### src/rtl/mem_port_arbiter.sv
// Purpose: shares one memory port between instruction fetch and load/store, fixed data priority.
// Latency: 3 cycles minimum from a request sampled in IDLE to the ready pulse, +1 per memory wait cycle.
// Backpressure: requesters hold req until their one-cycle ready; stall is high while any request waits.
// Optional: define ARB_STARVE_GUARD_EN to let a waiting fetch win after STARVE_LIMIT data grants.
module mem_port_arbiter #(
  parameter int ADDR_W       = 32,
  parameter int DATA_W       = 32,
  parameter int STARVE_LIMIT = 4
) (
  input  logic              clk,
  input  logic              reset,
  input  logic              if_req,
  input  logic [ADDR_W-1:0] if_addr,
  output logic [DATA_W-1:0] if_rdata,
  output logic              if_ready,
  input  logic              d_req,
  input  logic              d_we,
  input  logic [ADDR_W-1:0] d_addr,
  input  logic [DATA_W-1:0] d_wdata,
  output logic [DATA_W-1:0] d_rdata,
  output logic              d_ready,
  output logic              mem_req,
  output logic              mem_we,
  output logic [ADDR_W-1:0] mem_addr,
  output logic [DATA_W-1:0] mem_wdata,
  input  logic [DATA_W-1:0] mem_rdata,
  input  logic              mem_ack,
  output logic              stall,
  output logic [1:0]        grant
);

  typedef enum logic [1:0] {IDLE, BUSY_I, BUSY_D, DONE} state_t;

  localparam logic [1:0] GNT_NONE  = 2'b00;
  localparam logic [1:0] GNT_FETCH = 2'b01;
  localparam logic [1:0] GNT_DATA  = 2'b10;

  state_t              state_q, state_d;
  logic                mem_req_q, mem_req_d;
  logic                mem_we_q, mem_we_d;
  logic [ADDR_W-1:0]   mem_addr_q, mem_addr_d;
  logic [DATA_W-1:0]   mem_wdata_q, mem_wdata_d;
  logic                if_ready_q, if_ready_d;
  logic                d_ready_q, d_ready_d;
  logic [DATA_W-1:0]   if_rdata_q, if_rdata_d;
  logic [DATA_W-1:0]   d_rdata_q, d_rdata_d;
  logic [1:0]          grant_q, grant_d;
  logic                fetch_first;
  logic                take_d;
  logic                take_i;

  // Arbitration decision, only meaningful while IDLE
  always_comb begin
    take_d = 1'b0;
    take_i = 1'b0;
    if (state_q == IDLE) begin
      if (d_req && !(fetch_first && if_req)) begin
        take_d = 1'b1;
      end else if (if_req) begin
        take_i = 1'b1;
      end
    end
  end

`ifdef ARB_STARVE_GUARD_EN
  logic [2:0] starve_cnt_q, starve_cnt_d;

  assign fetch_first = (int'(starve_cnt_q) >= STARVE_LIMIT);

  // Count data grants that bypassed a waiting fetch; saturate at 7, clear when fetch wins
  always_comb begin
    starve_cnt_d = starve_cnt_q;
    if (take_i) begin
      starve_cnt_d = 3'd0;
    end else if (take_d && if_req && (starve_cnt_q != 3'd7)) begin
      starve_cnt_d = starve_cnt_q + 3'd1;
    end
  end

  // Starvation counter register
  always_ff @(posedge clk or posedge reset) begin
    if (reset) starve_cnt_q <= 3'd0;
    else       starve_cnt_q <= starve_cnt_d;
  end
`else
  // Without the guard data always wins; the limit parameter has no effect
  logic unused_starve_limit;
  assign fetch_first         = 1'b0;
  assign unused_starve_limit = (STARVE_LIMIT != 0);
`endif

  // Next-state and next-output logic for the access sequencer
  always_comb begin
    state_d     = state_q;
    mem_req_d   = mem_req_q;
    mem_we_d    = mem_we_q;
    mem_addr_d  = mem_addr_q;
    mem_wdata_d = mem_wdata_q;
    if_ready_d  = if_ready_q;
    d_ready_d   = d_ready_q;
    if_rdata_d  = if_rdata_q;
    d_rdata_d   = d_rdata_q;
    grant_d     = grant_q;
    case (state_q)
      IDLE: begin
        if (take_d) begin
          mem_req_d   = 1'b1;
          mem_we_d    = d_we;
          mem_addr_d  = d_addr;
          mem_wdata_d = d_wdata;
          grant_d     = GNT_DATA;
          state_d     = BUSY_D;
        end else if (take_i) begin
          mem_req_d  = 1'b1;
          mem_we_d   = 1'b0;
          mem_addr_d = if_addr;
          grant_d    = GNT_FETCH;
          state_d    = BUSY_I;
        end
      end
      BUSY_I: begin
        if (mem_ack) begin
          if_rdata_d = mem_rdata;
          if_ready_d = 1'b1;
          mem_req_d  = 1'b0;
          grant_d    = GNT_NONE;
          state_d    = DONE;
        end
      end
      BUSY_D: begin
        if (mem_ack) begin
          // A store returns no data, so the last load result is kept
          if (!mem_we_q) d_rdata_d = mem_rdata;
          d_ready_d = 1'b1;
          mem_req_d = 1'b0;
          grant_d   = GNT_NONE;
          state_d   = DONE;
        end
      end
      DONE: begin
        // The finished requester still shows its request here, so nothing is sampled
        if_ready_d = 1'b0;
        d_ready_d  = 1'b0;
        state_d    = IDLE;
      end
      default: begin
        state_d = IDLE;
      end
    endcase
  end

  // State and registered outputs, cleared immediately on reset
  always_ff @(posedge clk or posedge reset) begin
    if (reset) begin
      state_q     <= IDLE;
      mem_req_q   <= 1'b0;
      mem_we_q    <= 1'b0;
      mem_addr_q  <= '0;
      mem_wdata_q <= '0;
      if_ready_q  <= 1'b0;
      d_ready_q   <= 1'b0;
      if_rdata_q  <= '0;
      d_rdata_q   <= '0;
      grant_q     <= GNT_NONE;
    end else begin
      state_q     <= state_d;
      mem_req_q   <= mem_req_d;
      mem_we_q    <= mem_we_d;
      mem_addr_q  <= mem_addr_d;
      mem_wdata_q <= mem_wdata_d;
      if_ready_q  <= if_ready_d;
      d_ready_q   <= d_ready_d;
      if_rdata_q  <= if_rdata_d;
      d_rdata_q   <= d_rdata_d;
      grant_q     <= grant_d;
    end
  end

  assign mem_req   = mem_req_q;
  assign mem_we    = mem_we_q;
  assign mem_addr  = mem_addr_q;
  assign mem_wdata = mem_wdata_q;
  assign if_ready  = if_ready_q;
  assign d_ready   = d_ready_q;
  assign if_rdata  = if_rdata_q;
  assign d_rdata   = d_rdata_q;
  assign grant     = grant_q;
  assign stall     = (if_req & ~if_ready_q) | (d_req & ~d_ready_q);

endmodule
### config.mk
export PLATFORM = sky130hd
export DESIGN_NAME = mem_port_arbiter
export DESIGN_NICKNAME = d
export VERILOG_FILES = /design/src/rtl/mem_port_arbiter.sv
export SDC_FILE = /design/constraint.sdc
export NUM_CORES = 1
export LEC_CHECK = 0
export CORE_MARGIN = 2
export CORE_UTILIZATION = 41
export DETAILED_ROUTE_END_ITERATION = 12
export PLACE_DENSITY = 0.81
export REMOVE_ABC_BUFFERS = 1
export SYNTH_ARGS = -nofsm -noshare
export SYNTH_HDL_FRONTEND = slang
export SYNTH_SLANG_ARGS = --single-unit
### constraint.sdc
create_clock -name clk -period 5.3 [get_ports clk]
set_clock_uncertainty 0.1 [all_clocks]
set_input_delay 0.53 -clock clk [delete_from_list [all_inputs] [get_ports clk]]
set_output_delay 0.53 -clock clk [all_outputs]
set_load 0.005 [all_outputs]
==> flow_metrics.env, run 1 <==
export IMPL_timing_rr_end="mem_addr[7]"
export IMPL_drive_above_1_share_pct=6.07
export IMPL_initial_core_util_pct=41.8
export IMPL_postCtsHoldBufs=0
export IMPL_synth_seq_cells=136
export IMPL_slowest_delay_ps=590
export IMPL_drv_slew=0
export IMPL_r2r_setup_slack_ps=2940
export IMPL_numCtsBuffers=17
export IMPL_fin_ws_ps=2750
export IMPL_synth_cells=466
export IMPL_synth_edff_count=0
export IMPL_r2r_start="state_q[0]"
export IMPL_place_ws_ps=2630
export IMPL_min_from="mem_addr[1]"
export IMPL_post_route_util_pct=67.7
export IMPL_synth_warnings=0
export IMPL_vias=4557
export IMPL_path_cells="clkdlybuf4s50_1 > inv_1 > o22ai_1 > clkdlybuf4s50_1"
export IMPL_h_tree_depth=4
export IMPL_drtIter0Drc=195
export IMPL_relSlewSlack_pct=21.3
export IMPL_power_density_nw_per_um2=585
export IMPL_placed_cells=885
export IMPL_cts_tree="done"
export IMPL_synth_ff_type="dfrtp_1"
export IMPL_synth_top_area_cell="dfrtp_1"
export IMPL_maxCapViolCount=0
export IMPL_num_fill_cells=958
export IMPL_yosysTopAreaCellShare_pct=62.0
export IMPL_layout_cells_non_filler=917
export IMPL_clock_sinks=136
export IMPL_numPortBuffers=268
export IMPL_end_kind="output port"
export IMPL_post_route_period_util_pct=48.1
export IMPL_gp_congestion=0.794
export IMPL_antenna_left=0
export IMPL_ctsRootBufferMaster="clkbuf_16"
export IMPL_fmax_mhz=392
export IMPL_drcViolationCount=0
export IMPL_postSynthAreaPerCell_um2=11.8
export IMPL_die_area_um2=14300
export IMPL_wl_per_cell_um=16.6
export IMPL_netlist_top_cells_area="dfrtp_1 (62%), mux2_1 (13%), nand2_1 (11%)"
export IMPL_crit_type="in -> out"
export IMPL_start_kind="input pin"
export IMPL_whs_path_depth=2
export IMPL_ioPinCount=269
export IMPL_worst_slew_pin_slew_ps=1180
export IMPL_place_hpwl_um=11100
export IMPL_clk_latency_ps=410
export IMPL_overflow=0
export IMPL_synth_common_cells="nand2_1 (165), dfrtp_1 (136), mux2_1 (64)"
export IMPL_status="complete, no violations"
export IMPL_cp_common_cell="clkdlybuf4s50_1"
export IMPL_antenna_found_initial=0
export IMPL_hold_path_endpoint="mem_addr[1]"
export IMPL_antenna_cells=0
export IMPL_finalHoldViolCount=0
export IMPL_hp_class="reg -> reg"
export IMPL_num_rows=42
export IMPL_rsz0062_at_grt="false"
export IMPL_grt_pass1_wl_um=23800
export IMPL_async_flop_share_pct=100
export IMPL_vias_per_cell=4.97
export IMPL_grt_pass1_vias=4721
export IMPL_synth_most_common_cell="nand2_1"
export IMPL_first_pass_iters=5
export IMPL_gr_usage_all_layers_pct=21.4
export IMPL_crit_required_ps=4670
export IMPL_path_clk_slew_ps=50
export IMPL_tns_ps=0
export IMPL_core_um2=13100
export IMPL_cp_data_arrival_time_ps=1920
export IMPL_ir_drop_mv=0.284
export IMPL_crit_fanout=6
export IMPL_ys_seq_area_share_pct=62.0
export IMPL_min_period_ps=2550
export IMPL_synth_cell_type_count=32
export IMPL_p_leak_nw=3.99
export IMPL_syn2layout_area_growth_pct=61.9
export IMPL_cts_resized=0
export IMPL_syn_cell_area_um2=5490
export IMPL_clock_path_buffers=2
export IMPL_setup_viol=0
export IMPL_routed_wl_um=15200
export IMPL_die_h_um=120
export IMPL_nNetsFinal=866
export IMPL_grt_max_degree=82
export IMPL_postCtsSetupBuffers=0
export IMPL_die_w_um=120
export IMPL_rr_worst_depth=5
export IMPL_cp_slowest_cell="clkdlybuf4s50_1"
-- where the power goes --
group | internal, mW | switching [mW]
clock | 0.802 | 0.446
combinational | 1.28 | 0.833
sequential | 1.55 | 0.287
-- critical path: cells and delay by family --
| kind | cells | cell delay [ps] |
|---|---|---|
| AOI/OAI and AO/OA | 1 | 120 |
| buffers and inverters | 3 | 1260 |
-- state kept, by name, indices dropped and copies added (netlist names), 2 cells and up --
register   flops
mem_addr      32
d_rdata       32
grant          2
mem_wdata     32
state_q        2
if_rdata      32
-- stage by stage --
stage / hold slack [ps] / power [mW] / cell area, µm²
final: 370 / 5.20 / 8890
after global routing: 388 / 5.52 / 8890
after CTS: 375 / 5.26 / 8890
after detailed placement: 361 / 3.99 / 8250
after global placement: 358 / 3.89 / 8250
after floorplan: 370 / 2.58 / 5310
-- layer usage --
layer | up-vias | track usage (%) | routed length [µm]
li1 | 2108 | - | -
met1 | 2212 | 24.1 | 5970
met2 | 217 | 37.2 | 7640
met3 | 20 | 8.51 | 1400
met4 | 0 | 6.99 | 230
met5 | - | 0 | 0
-- worst max path at each step --
stage / start / to / slack, ps / depth (start not counted)
after floorplan: reset / d_rdata[0] / 1030 / 1
after global placement: d_req / stall / 2760 / 4
after detailed placement: d_req / mem_addr[7] / 2630 / 4
after CTS: d_req / stall / 2720 / 4
after global routing: d_req / stall / 2690 / 4
final: d_req / stall / 2750 / 4
-- cell families (layout without fill, tap and decap cells) --
logic type	Yosys count	after routing	share of synthesized area (%)
buffers and inverters	36	311	3.78
adder cells (fa/ha/maj)	4	4	0.911
AO/OA/AOI/OAI	48	48	7.27
AND/OR/NAND/NOR	177	177	12.8
multiplexers	65	65	13.3
flip-flops	136	136	62.0
-- placed cells by master (no fill, tap or decap), types with 3 or more instances in the layout --
master | synthesis | final
inv_1 | 5 | 4
clkbuf_16 | 0 | 17
dfrtp_1 | 136 | 136
nor2b_1 | 4 | 3
buf_4 | 3 | 4
clkdlybuf4s50_1 | 0 | 268
nand2_1 | 165 | 165
clkinv_4 | 0 | 5
mux2_1 | 64 | 64
bufinv_16 | 0 | 4
ha_1 | 4 | 4
a32oi_1 | 32 | 32
-- area by class of cell --
type | count | area (µm²) | share of cell area, %
multi-input cells | 294 | 1880 | 21.2
well taps | 176 | 220 | 2.48
clock inverters | 14 | 198 | 2.22
repair buffers | 272 | 2710 | 30.5
inverters | 7 | 31.3 | 0.352
flip-flops and latches | 136 | 3400 | 38.3
clock buffers | 18 | 439 | 4.94
No activity file was read; power rests on OpenSTA's default activity.
==> run 2: changes to the inputs <==
- clock period: 5.3 -> 2.7 ns (I/O delays scaled with it)
==> flow_metrics.env, run 2 (synthesized netlist as in run 1, its figures left out) <==
export IMPL_seqCellArea_um2=3400
export IMPL_initial_core_util_pct=41.8
export IMPL_path_clk_slew_ps=60
export IMPL_antenna_left=0
export IMPL_grt_pass1_vias=4796
export IMPL_drtIter0Drc=256
export IMPL_gp_congestion=0.814
export IMPL_syn2layout_area_growth_pct=63.2
export IMPL_ioPinCount=269
export IMPL_cts_resized=0
export IMPL_p_total_mw=10.3
export IMPL_core_um2=13100
export IMPL_setup_viol=0
export IMPL_hold_ws_ps=127
export IMPL_num_rows=42
export IMPL_ir_drop_mv=0.576
export IMPL_routed_wl_um=15500
export IMPL_antenna_cells=0
export IMPL_vias=4609
export IMPL_maxCapViolCount=0
export IMPL_r2r_start="state_q[0]"
export IMPL_grt_max_degree=69
export IMPL_grt_pass1_wl_um=24200
export IMPL_end_kind="output port"
export IMPL_r2r_setup_slack_ps=730
export IMPL_cp_common_cell="clkdlybuf4s50_1"
export IMPL_drive_above_1_share_pct=6.31
export IMPL_die_area_um2=14300
export IMPL_die_h_um=120
export IMPL_drv_slew=0
export IMPL_clk_latency_ps=410
export IMPL_layout_common_cells="clkdlybuf4s50_1 (268), nand2_1 (165), dfrtp_1 (136)"
export IMPL_die_w_um=120
export IMPL_cp_data_arrival_time_ps=1690
export IMPL_drcViolationCount=0
export IMPL_p_leak_nw=4.04
export IMPL_rsz0062_at_grt="false"
export IMPL_clock_sinks=136
export IMPL_rr_worst_depth=6
export IMPL_tns_ps=0
export IMPL_status="complete, no violations"
export IMPL_numPortBuffers=268
export IMPL_h_tree_depth=4
export IMPL_vias_per_cell=5.00
export IMPL_start_kind="input pin"
export IMPL_relSlewSlack_pct=67.1
export IMPL_slowest_delay_ps=620
export IMPL_worst_slew_pin_slew_ps=494
export IMPL_power_density_nw_per_um2=1150
export IMPL_timing_rr_end="mem_wdata[29]"
export IMPL_numCtsBuffers=17
export IMPL_multi_input_area_um2=1880
export IMPL_gr_usage_all_layers_pct=21.7
export IMPL_cp_slowest_cell="clkdlybuf4s50_1"
export IMPL_hp_class="in -> async"
export IMPL_ctsRootBufferMaster="clkbuf_16"
export IMPL_cts_tree="done"
export IMPL_final_common_cell="clkdlybuf4s50_1"
export IMPL_first_pass_iters=4
export IMPL_clock_path_buffers=2
export IMPL_min_period_ps=2060
export IMPL_postCtsSetupBuffers=0
export IMPL_post_route_period_util_pct=76.3
export IMPL_postCtsHoldBufs=0
export IMPL_num_fill_cells=976
export IMPL_crit_fanout=6
export IMPL_antenna_found_initial=0
export IMPL_crit_type="in -> out"
export IMPL_post_route_util_pct=68.2
export IMPL_nNetsFinal=872
export IMPL_wl_per_cell_um=16.8
export IMPL_finalHoldViolCount=0
export IMPL_place_hpwl_um=11400
export IMPL_crit_required_ps=2330
export IMPL_overflow=0
export IMPL_path_cells="clkdlybuf4s50_1 > inv_1 > o22ai_1 > clkdlybuf4s50_1"
export IMPL_fmax_mhz=486
==> run 2: cell types whose count changed in the layout (fill, tap and decap cells not counted), sizes merged <==
cell | before | now
clkinv | 7 | 3
bufinv | 4 | 5
clkbuf | 18 | 22
clkinvlp | 2 | 0
inv | 8 | 7
buf | 4 | 10
==> run 2: worst max-delay path by stage <==
| stage | start | end | slack, ps | depth (start not counted) |
|---|---|---|---|---|
| 2_1_floorplan | reset | d_rdata[0] | -1310 | 1 |
| 3_3_place_gp | mem_ack | d_rdata[14] | 620 | 3 |
| 3_5_place_dp | mem_ack | d_rdata[1] | 540 | 3 |
| 4_1_cts | d_req | stall | 620 | 4 |
| 5_1_grt | d_req | stall | 550 | 4 |
| 6_report | d_req | stall | 640 | 4 |
==> run 2: per-layer routing <==
metal  vias to the layer above  GRT usage [%]  routed length, µm
li1                       2125              -                  -
met1                      2252           24.5               6070
met2                       209           38.2               7770
met3                        23           7.75               1350
met4                         0           6.84                260
met5                         -              0                  0
==> run 2: power by group <==
part | total (mW) | internal, mW | switching, mW
Sequential | 3.63 | 3.05 | 0.577
Clock | 2.51 | 1.70 | 0.814
Combinational | 4.17 | 2.55 | 1.62
Total | 10.3 | 7.30 | 3.02
==> run 2: layout make-up <==
class                   instances  area share, %
clock buffers                  22           5.29
clock inverters                 8           1.88
inverters                       7          0.349
multi-input cells             294           21.0
flip-flops and latches        136           38.0
well taps                     176           2.46
repair buffers                278           31.0
==> run 2: critical path, delay by kind of cell <==
family / cells / cell delay [ps]
buffers and inverters: 3 / 1300
AOI/OAI and AO/OA: 1 / 120
==> run 2: stage by stage <==
stage               instances  worst slack, ps  instance area, µm²
finish                    921              640                8960
CTS                       921              618                8960
floorplan                 437            -1310                5310
global route              921              553                8960
global placement          891              622                8320
detailed placement        891              544                8320
==> run 3: changes to the inputs <==
- CORE_UTILIZATION: 41 -> 37
- PLACE_DENSITY: 0.81 -> 0.77
- clock period: 2.7 -> 1.8 ns (I/O delays scaled with it)
==> flow_metrics.env, run 3 (synthesized netlist as in run 1, its figures left out) <==
export IMPL_status="complete, no violations"
export IMPL_end_kind="flop"
export IMPL_clk_latency_ps=410
export IMPL_initial_core_util_pct=37.8
export IMPL_vias=4650
export IMPL_core_um2=14500
export IMPL_worst_slew_pin_slew_ps=371
export IMPL_overflow=0
export IMPL_drtIter0Drc=245
export IMPL_p_total_mw=15.4
export IMPL_ctsRootBufferMaster="clkbuf_16"
export IMPL_finalHoldViolCount=0
export IMPL_clkPwrFrac_pct=23.1
export IMPL_first_pass_iters=4
export IMPL_placed_cells=908
export IMPL_clock_sinks=136
export IMPL_tns_ps=0
export IMPL_crit_type="reg -> reg"
export IMPL_crit_required_ps=2020
export IMPL_grt_pass1_vias=4934
export IMPL_drive_above_1_share_pct=8.18
export IMPL_crit_fanout=6
export IMPL_post_route_util_pct=62.6
export IMPL_finalInstanceArea_um2=9100
export IMPL_syn2layout_area_growth_pct=65.6
export IMPL_die_area_um2=15800
export IMPL_ioPinCount=269
export IMPL_drcViolationCount=0
export IMPL_place_hpwl_um=11800
export IMPL_post_route_period_util_pct=93.6
export IMPL_die_h_um=126
export IMPL_antenna_found_initial=0
export IMPL_ir_drop_mv=0.692
export IMPL_hp_class="in -> reg"
export IMPL_fmax_mhz=594
export IMPL_rsz0062_at_grt="false"
export IMPL_wl_per_cell_um=16.9
export IMPL_die_w_um=126
export IMPL_cts_tree="done"
export IMPL_setup_viol=0
export IMPL_power_density_nw_per_um2=1700
export IMPL_clock_path_buffers=2
export IMPL_min_period_ps=1680
export IMPL_seq_power_share_pct=35.1
export IMPL_numCtsBuffers=17
export IMPL_start_kind="flop"
export IMPL_gr_usage_all_layers_pct=20.5
export IMPL_relSlewSlack_pct=75.2
export IMPL_antenna_cells=0
export IMPL_antenna_left=0
export IMPL_h_tree_depth=4
export IMPL_grt_pass1_wl_um=25500
export IMPL_layout_cells_non_filler=942
export IMPL_netSwitchingPower_mw=4.69
export IMPL_pwr_share_comb_pct=41.8
export IMPL_dpl_cell_area_um2=8460
export IMPL_vias_per_cell=4.94
export IMPL_nNetsFinal=883
export IMPL_maxCapViolCount=0
export IMPL_routed_wl_um=15900
export IMPL_p_leak_nw=4.10
export IMPL_intPower_mw=10.8
export IMPL_cp_data_arrival_time_ps=1900
export IMPL_switching_share_pct=30.4
export IMPL_final_common_cell="clkdlybuf4s50_1"
export IMPL_grt_max_degree=53
export IMPL_layout_common_cells="clkdlybuf4s50_1 (267), nand2_1 (165), dfrtp_1 (136)"
export IMPL_gp_congestion=0.792
export IMPL_drv_slew=0
export IMPL_numPortBuffers=268
export IMPL_num_rows=44
export IMPL_path_clk_slew_ps=60
-- run 3: changes by cell type in the layout (fill, tap and decap cells not counted), moves of 3 or more --
cell	delta
buf_12	+5
clkinvlp_4	+3
inv_6	+3
buf_4	+5
-- run 3: power by group through the flow --
stage                     combinational, mW  sequential (mW)  clock (mW)
after floorplan                        2.11             5.47           0
after global placement                 6.28             5.36           0
after detailed placement               6.48             5.46           0
after CTS                              6.52             5.44        3.65
after global routing                   7.03             5.61        3.78
final                                  6.46             5.43        3.56
-- run 3: path summary, 6_finish.rpt --
check / cells past startpoint / from / endpoint / slack, ps
setup / recovery: 6 / state_q[0] / state_q[1] / 120
setup reg to reg: 6 / state_q[0] / state_q[1] / 120
hold reg to reg: 2 / mem_addr[3] / mem_addr[3] / 370
max in group asynchronous: 4 / reset / mem_wdata[28] / 510
min in group asynchronous: 3 / reset / if_rdata[24] / 530
hold / removal: 3 / d_wdata[20] / mem_wdata[20] / 190
-- run 3: metal layers --
metal	wire length, µm	up-vias	global-route usage (%)
met5	0	-	0
met4	287	0	6.98
met3	1570	23	7.52
met2	7550	235	34.1
met1	6460	2246	24.7
li1	-	2146	-
-- run 3: final cells by class --
cell class / instances / area [µm²]
Inverter: 7 / 31.3
Sequential cell: 136 / 3400
Fill cell: 1151 / 5440
Tap cell: 184 / 230
Clock buffer: 18 / 439
Clock inverter: 14 / 171
Timing Repair Buffer: 289 / 2930
Multi-Input combinational cell: 294 / 1890
-- run 3: critical path, cell delays in order (launching register included) --
cell	delay, ps
dfrtp_1	360
inv_1	90
ha_2	230
buf_4	160
and3_1	150
a211o_1	280
a221oi_2	220
-- run 3: stage by stage --
step                setup slack [ps]  hold slack (ps)
finish                           116              191
floorplan                      -2120              185
global placement               -3.26              358
global route                    18.5              196
CTS                             21.0              174
detailed placement             -9.05              364
-- run 3: what timing repair did --
action | in CTS | in global routing
resized for setup | 1 | 2
hold buffers | 1 | 0
buffers inserted | 0 | 1
setup endpoints to repair | 1 | 25
endpoints found under the hold margin | 17 | 0
